### config.mk
export PLATFORM = sky130hd
export DESIGN_NAME = rotate_sq_scan
export DESIGN_NICKNAME = d
export VERILOG_FILES = /design/src/rtl/rotate_sq_pkg.sv /design/src/rtl/seg_scan_mux.sv /design/src/rtl/rotate_sq_scan.sv
export SDC_FILE = /design/constraint.sdc
export NUM_CORES = 1
export LEC_CHECK = 0
export BUFFER_PORTS_ARGS = -buffer_cell sky130_fd_sc_hd__clkbuf_2
export CAP_MARGIN = 30
export CORE_ASPECT_RATIO = 1.1
export CORE_UTILIZATION = 49
export CTS_BUF_LIST = sky130_fd_sc_hd__clkbuf_8
export CTS_CLUSTER_DIAMETER = 40
export DETAILED_ROUTE_END_ITERATION = 10
export GPL_TIMING_DRIVEN = 0
export PLACE_DENSITY = 0.76
export SLEW_MARGIN = 10
export SYNTH_ARGS = -nofsm -noshare
export SYNTH_HDL_FRONTEND = slang
export SYNTH_SLANG_ARGS = --single-unit
### constraint.sdc
create_clock -name clk -period 3 [get_ports clk]
set_input_delay 0.3 -clock clk [delete_from_list [all_inputs] [get_ports clk]]
set_output_delay 0.3 -clock clk [all_outputs]
set_load 0.05 [all_outputs]
### src/rtl/rotate_sq_pkg.sv
// Shared constants for the rotating-square display: segment codes and mode encodings.
package rotate_sq_pkg;

  localparam logic [7:0] SEG_UPPER = 8'h9C;
  localparam logic [7:0] SEG_LOWER = 8'hA3;
  localparam logic [7:0] SEG_BLANK = 8'hFF;

  localparam logic [1:0] MODE_ROT = 2'd0;
  localparam logic [1:0] MODE_BNC = 2'd1;
  localparam logic [1:0] MODE_TRL = 2'd2;
  localparam logic [1:0] MODE_BLK = 2'd3;

endpackage

### src/rtl/seg_scan_mux.sv
// Generic N-digit 7-seg time multiplexer: walks the digits and registers the
// active-low select together with that digit's segment pattern.
module seg_scan_mux
  import rotate_sq_pkg::*;
#(
  parameter int unsigned N_DIGITS = 6,
  parameter int unsigned SCAN_DIV = 50_000
) (
  input  logic                     clk,
  input  logic                     rst,
  input  logic [N_DIGITS-1:0][7:0] pattern,
  output logic [7:0]               seg_out,
  output logic [N_DIGITS-1:0]      sel_out
);

  localparam int unsigned DW = $clog2(N_DIGITS);
  localparam int unsigned SW = (SCAN_DIV > 1) ? $clog2(SCAN_DIV) : 1;
  localparam logic [SW-1:0] SCAN_LAST = SW'(SCAN_DIV - 1);
  localparam logic [DW-1:0] IDX_LAST  = DW'(N_DIGITS - 1);

  logic [SW-1:0] scan_cnt;
  logic [DW-1:0] scan_idx;

  // Select and segments are loaded on the same edge so a digit never shows its neighbour's code.
  always_ff @(posedge clk or posedge rst) begin
    if (rst) begin
      scan_cnt <= '0;
      scan_idx <= '0;
      seg_out  <= SEG_BLANK;
      sel_out  <= '1;
    end else begin
      sel_out <= ~(N_DIGITS'(1) << scan_idx);
      seg_out <= pattern[scan_idx];
      if (scan_cnt == SCAN_LAST) begin
        scan_cnt <= '0;
        scan_idx <= (scan_idx == IDX_LAST) ? '0 : scan_idx + DW'(1);
      end else begin
        scan_cnt <= scan_cnt + SW'(1);
      end
    end
  end

endmodule

### src/rtl/rotate_sq_scan.sv
// Square travelling around the perimeter of an N-digit 7-seg row, with rotate,
// bounce, trail and blank modes, driving the display through seg_scan_mux.
module rotate_sq_scan
  import rotate_sq_pkg::*;
#(
  parameter int unsigned N_DIGITS = 6,
  parameter int unsigned STEP_DIV = 25_000_000,
  parameter int unsigned SCAN_DIV = 50_000,
  localparam int unsigned PW = $clog2(2 * N_DIGITS)
) (
  input  logic                clk,
  input  logic                rst,
  input  logic                cw,
  input  logic                en,
  input  logic [1:0]          mode,
  output logic [7:0]          seg_out,
  output logic [N_DIGITS-1:0] sel_out,
  output logic [PW-1:0]       pos,
  output logic                step
);

  localparam int unsigned NP = 2 * N_DIGITS;
  localparam int unsigned CW = $clog2(STEP_DIV);
  localparam int unsigned DW = $clog2(N_DIGITS);
  localparam logic [PW-1:0] POS_LAST  = PW'(NP - 1);
  localparam logic [CW-1:0] STEP_LAST = CW'(STEP_DIV - 1);

  logic [CW-1:0] step_cnt;
  logic          dir_up;
  logic          dir_nxt;
  logic [1:0]    last_mode;
  logic          step_hit;
  logic [PW-1:0] pos_inc;
  logic [PW-1:0] pos_dec;
  logic [PW-1:0] pos_nxt;
  logic [PW-1:0] prev;
  logic [N_DIGITS-1:0][7:0] pattern;

  // Top row runs left to right, bottom row right to left.
  function automatic logic [DW-1:0] digit_of(input logic [PW-1:0] p);
    int unsigned pi;
    pi = 32'(p);
    return (pi < N_DIGITS) ? DW'(N_DIGITS - 1 - pi) : DW'(pi - N_DIGITS);
  endfunction

  function automatic logic [7:0] code_of(input logic [PW-1:0] p);
    return (32'(p) < N_DIGITS) ? SEG_UPPER : SEG_LOWER;
  endfunction

  assign step_hit = en && (step_cnt == STEP_LAST);

  always_comb begin
    pos_inc = (pos == POS_LAST) ? '0 : pos + PW'(1);
    pos_dec = (pos == '0) ? POS_LAST : pos - PW'(1);
  end

  // Next position; bounce reloads its direction from cw on the first step after entering the mode.
  always_comb begin
    pos_nxt = cw ? pos_inc : pos_dec;
    dir_nxt = dir_up;
    if (mode == MODE_BNC) begin
      dir_nxt = (last_mode != MODE_BNC) ? cw : dir_up;
      if (dir_nxt) begin
        if (pos == POS_LAST) begin
          dir_nxt = 1'b0;
          pos_nxt = pos_dec;
        end else begin
          pos_nxt = pos_inc;
        end
      end else begin
        if (pos == '0) begin
          dir_nxt = 1'b1;
          pos_nxt = pos_inc;
        end else begin
          pos_nxt = pos_dec;
        end
      end
    end
  end

  always_ff @(posedge clk or posedge rst) begin
    if (rst) begin
      step_cnt  <= '0;
      pos       <= '0;
      dir_up    <= 1'b1;
      step      <= 1'b0;
      last_mode <= MODE_ROT;
    end else begin
      step <= step_hit;
      if (en) begin
        if (step_hit) begin
          step_cnt  <= '0;
          pos       <= pos_nxt;
          dir_up    <= dir_nxt;
          last_mode <= mode;
        end else begin
          step_cnt <= step_cnt + CW'(1);
        end
      end
    end
  end

  // Per-digit frame; in trail mode a shared digit shows the AND of both codes.
  always_comb begin
    prev    = cw ? pos_dec : pos_inc;
    pattern = {N_DIGITS{SEG_BLANK}};
    if (mode != MODE_BLK) begin
      pattern[digit_of(pos)] = code_of(pos);
      if (mode == MODE_TRL) begin
        pattern[digit_of(prev)] = pattern[digit_of(prev)] & code_of(prev);
      end
    end
  end

  seg_scan_mux #(
    .N_DIGITS (N_DIGITS),
    .SCAN_DIV (SCAN_DIV)
  ) u_scan (
    .clk     (clk),
    .rst     (rst),
    .pattern (pattern),
    .seg_out (seg_out),
    .sel_out (sel_out)
  );

endmodule

==> results.json <==
{
  "grt.met2_usage_pct": 38.7,
  "synth_edf_count": 0,
  "synthToLayoutAreaGrowth_pct": 20.5,
  "hold_viol": 0,
  "wire_per_inst_um": 14.8,
  "cap_viol_max_count": 0,
  "hold_path_class": "input pin to asynchronous set/reset pin",
  "pin_count": 25,
  "clk_pin_slew_ns": 0.07,
  "root_buffer": "clkbuf_8",
  "critPathMaxFanout": 7,
  "grt_max_degree": 36,
  "tightestPinTransition_ns": 0.747,
  "async_reset_ff_share_pct": 100,
  "overflow": 0,
  "numCtsBuffers": 9,
  "worstSetupEndpointType": "flip-flop",
  "place_congestion": 0.978,
  "routed_wl_mm": 8.89,
  "status": "completed",
  "grt_usage_pct": 23.0,
  "core_mm2": 0.00764,
  "clk_latency_ns": 0.34,
  "synth_cells": 436,
  "relSlewSlack_pct": 50.1,
  "cp.arrival_ns": 3.16,
  "fin_tns_setup_ns": 0,
  "layout-drive-gt1-share_pct": 26.2,
  "yosysMostFrequentCell": "nand2_1",
  "die_x_um": 87.5,
  "stdcell_count": 601,
  "dp.cells": 565,
  "power.total_mw": 1.82,
  "final_util_pct": 62.1,
  "drtIter0Drc": 146,
  "initial_core_util_pct": 51.6,
  "worst_slack_ns": 0.0784,
  "tritoncts": "yes",
  "grtUsageMet3_pct": 5.23,
  "synth_common_cells": "59 x nand2_1, 51 x dfrtp_1, 46 x nor2_1",
  "ys_ff_latch": 62,
  "pre_cts_slack_ns": -0.339,
  "synth_warnings": 0,
  "rows": 33,
  "n_fill_cell": 670,
  "finalSetupViolations": 0,
  "p_per_area_mw_per_mm2": 384,
  "yosys-top-cells-area": "dfrtp_1 32%, dfstp_2 7.3%, nand2_1 5.6%",
  "htree_num_levels": 3,
  "hpwlAfterDp_mm": 6.26,
  "clkSinkCount": 62,
  "met1_usage_pct": 28.0,
  "rsz0062_at_grt": "yes",
  "peakVddDrop_mv": 0.424,
  "critPathRequiredTime_ns": 3.24,
  "nNetsFinal": 505,
  "finalCriticalPeriod_ns": 2.92,
  "vias_per_cell": 5.75,
  "die_area_mm2": 0.00840,
  "first_pass_iters": 5,
  "placed_area_mm2": 0.00425,
  "crit_type": "flip-flop to flip-flop",
  "timing.final.crit_share_pct": 97.4,
  "yosys.area.top_type": "dfrtp_1",
  "yosysSeqAreaShare_pct": 39.7,
  "die_h_um": 96.0,
  "netlist-cell-type-count": 70,
  "ctsLongestPathBuffers": 2,
  "synth_top_area_share_pct": 32.4,
  "grt_pass1_vias": 3263,
  "cp-start-kind": "flip-flop",
  "antenna_found_initial": 0,
  "portBuffers": 23,
  "post-route-drc-count": 0,
  "grt_busiest_layer": "met2",
  "syn-num-nets": 450,
  "ant_nets": 0,
  "diodes": 0,
  "synth_area_mm2": 0.00394,
  "syn_avg_cell_area_um2": 9.03,
  "leakagePower_nw": 2.09,
  "cts_hold_buf": 0,
  "fmax_mhz": 342,
  "finalInstanceArea_mm2": 0.00475,
  "grt_pass1_wl_mm": 14.8,
  "slew_viol_final": 0,
  "synthFlopType": "dfrtp_1",
  "fin_skew_ns": 0.00840,
  "hold_ws_ns": 0.0704,
  "vias": 3458
}
-- registers in the layout (all words and copies together) (netlist names) --
register,flops
dir_up,1
u_scan.seg_out,4
u_scan.sel_out,6
u_scan.scan_idx,3
last_mode,2
u_scan.scan_cnt,16
step_cnt,25
pos,4
step,1
-- metal layers --
layer  wire [um]  vias up
met5           0        -
met4         207        0
met1        3950     1675
met3         457       22
li1            -     1652
met2        4270      109
-- final timing paths --
check                                  from                 to  slack [ns]  cells after the start
worst min register to register  step_cnt[4]        step_cnt[4]        0.47                      1
min in group clk                         en        step_cnt[0]        0.25                      2
worst max register to register       pos[0]  u_scan.seg_out[4]        0.08                     14
worst min-delay path                    rst        step_cnt[0]        0.07                      2
max in group asynchronous               rst  u_scan.seg_out[4]        2.25                      3
worst max-delay path                 pos[0]  u_scan.seg_out[4]        0.08                     14
-- layout make-up --
type / instances / area (um2) / share of cell area (%)
flip-flops and latches: 62 / 1570 / 33.1
clock buffers: 9 / 124 / 2.61
inverters: 17 / 72.6 / 1.53
multi-input cells: 335 / 2340 / 49.3
clock inverters: 7 / 83.8 / 1.77
repair buffers: 44 / 289 / 6.09
well taps: 105 / 131 / 2.77
plain buffers: 22 / 136 / 2.87
-- power by group --
part | internal [mW] | leakage, nW | switching [mW]
sequential | 0.871 | 0.799 | 0.0320
combinational | 0.0625 | 1.18 | 0.0856
clock | 0.457 | 0.113 | 0.314
total | 1.39 | 2.09 | 0.432
-- cells by family (layout without fill, tap and decap cells) --
family,Yosys count,count (layout),share of synthesized area [%]
compound gates,85,85,17.9
xor+xnor,41,41,9.31
simple gates,195,195,24.0
fa+ha+maj,8,8,2.54
mux,6,6,1.91
flops,62,62,39.7
buf+inv,39,99,4.57
-- what timing repair did --
item | CTS | global route
pin swaps | 5 | 12
cloned | 0 | 0
setup endpoints to repair | 3 | 13
gates resized for setup | 9 | 15
buffers inserted | 9 | 11
-- critical path, stage by stage (launching register included) --
cell,delay (ns)
dfrtp_2,0.40
buf_8,0.12
clkinvlp_4,0.11
ha_4,0.21
and2_4,0.16
a221oi_4,0.33
buf_6,0.17
o221ai_2,0.12
o31ai_4,0.09
buf_6,0.17
xnor2_4,0.13
a211oi_1,0.06
o211a_1,0.26
a2111oi_4,0.34
o2111ai_1,0.15
-- layout by cell type (no fill, tap or decap), types with 5 or more instances in the layout --
master	n
nand2_1	58
dfrtp_1	48
nor2_1	46
nand3_1	25
buf_4	25
clkbuf_2	24
xnor2_1	22
o21ai_0	22
xor2_1	16
inv_1	15
dfstp_2	11
nor3_1	10
nand4_1	9
clkbuf_8	9
clkbuf_1	8
a21oi_1	7
a31oi_1	7
and3_1	6
nor2b_1	6
ha_1	6
or3_1	5
(Power assumes the default switching activity.)
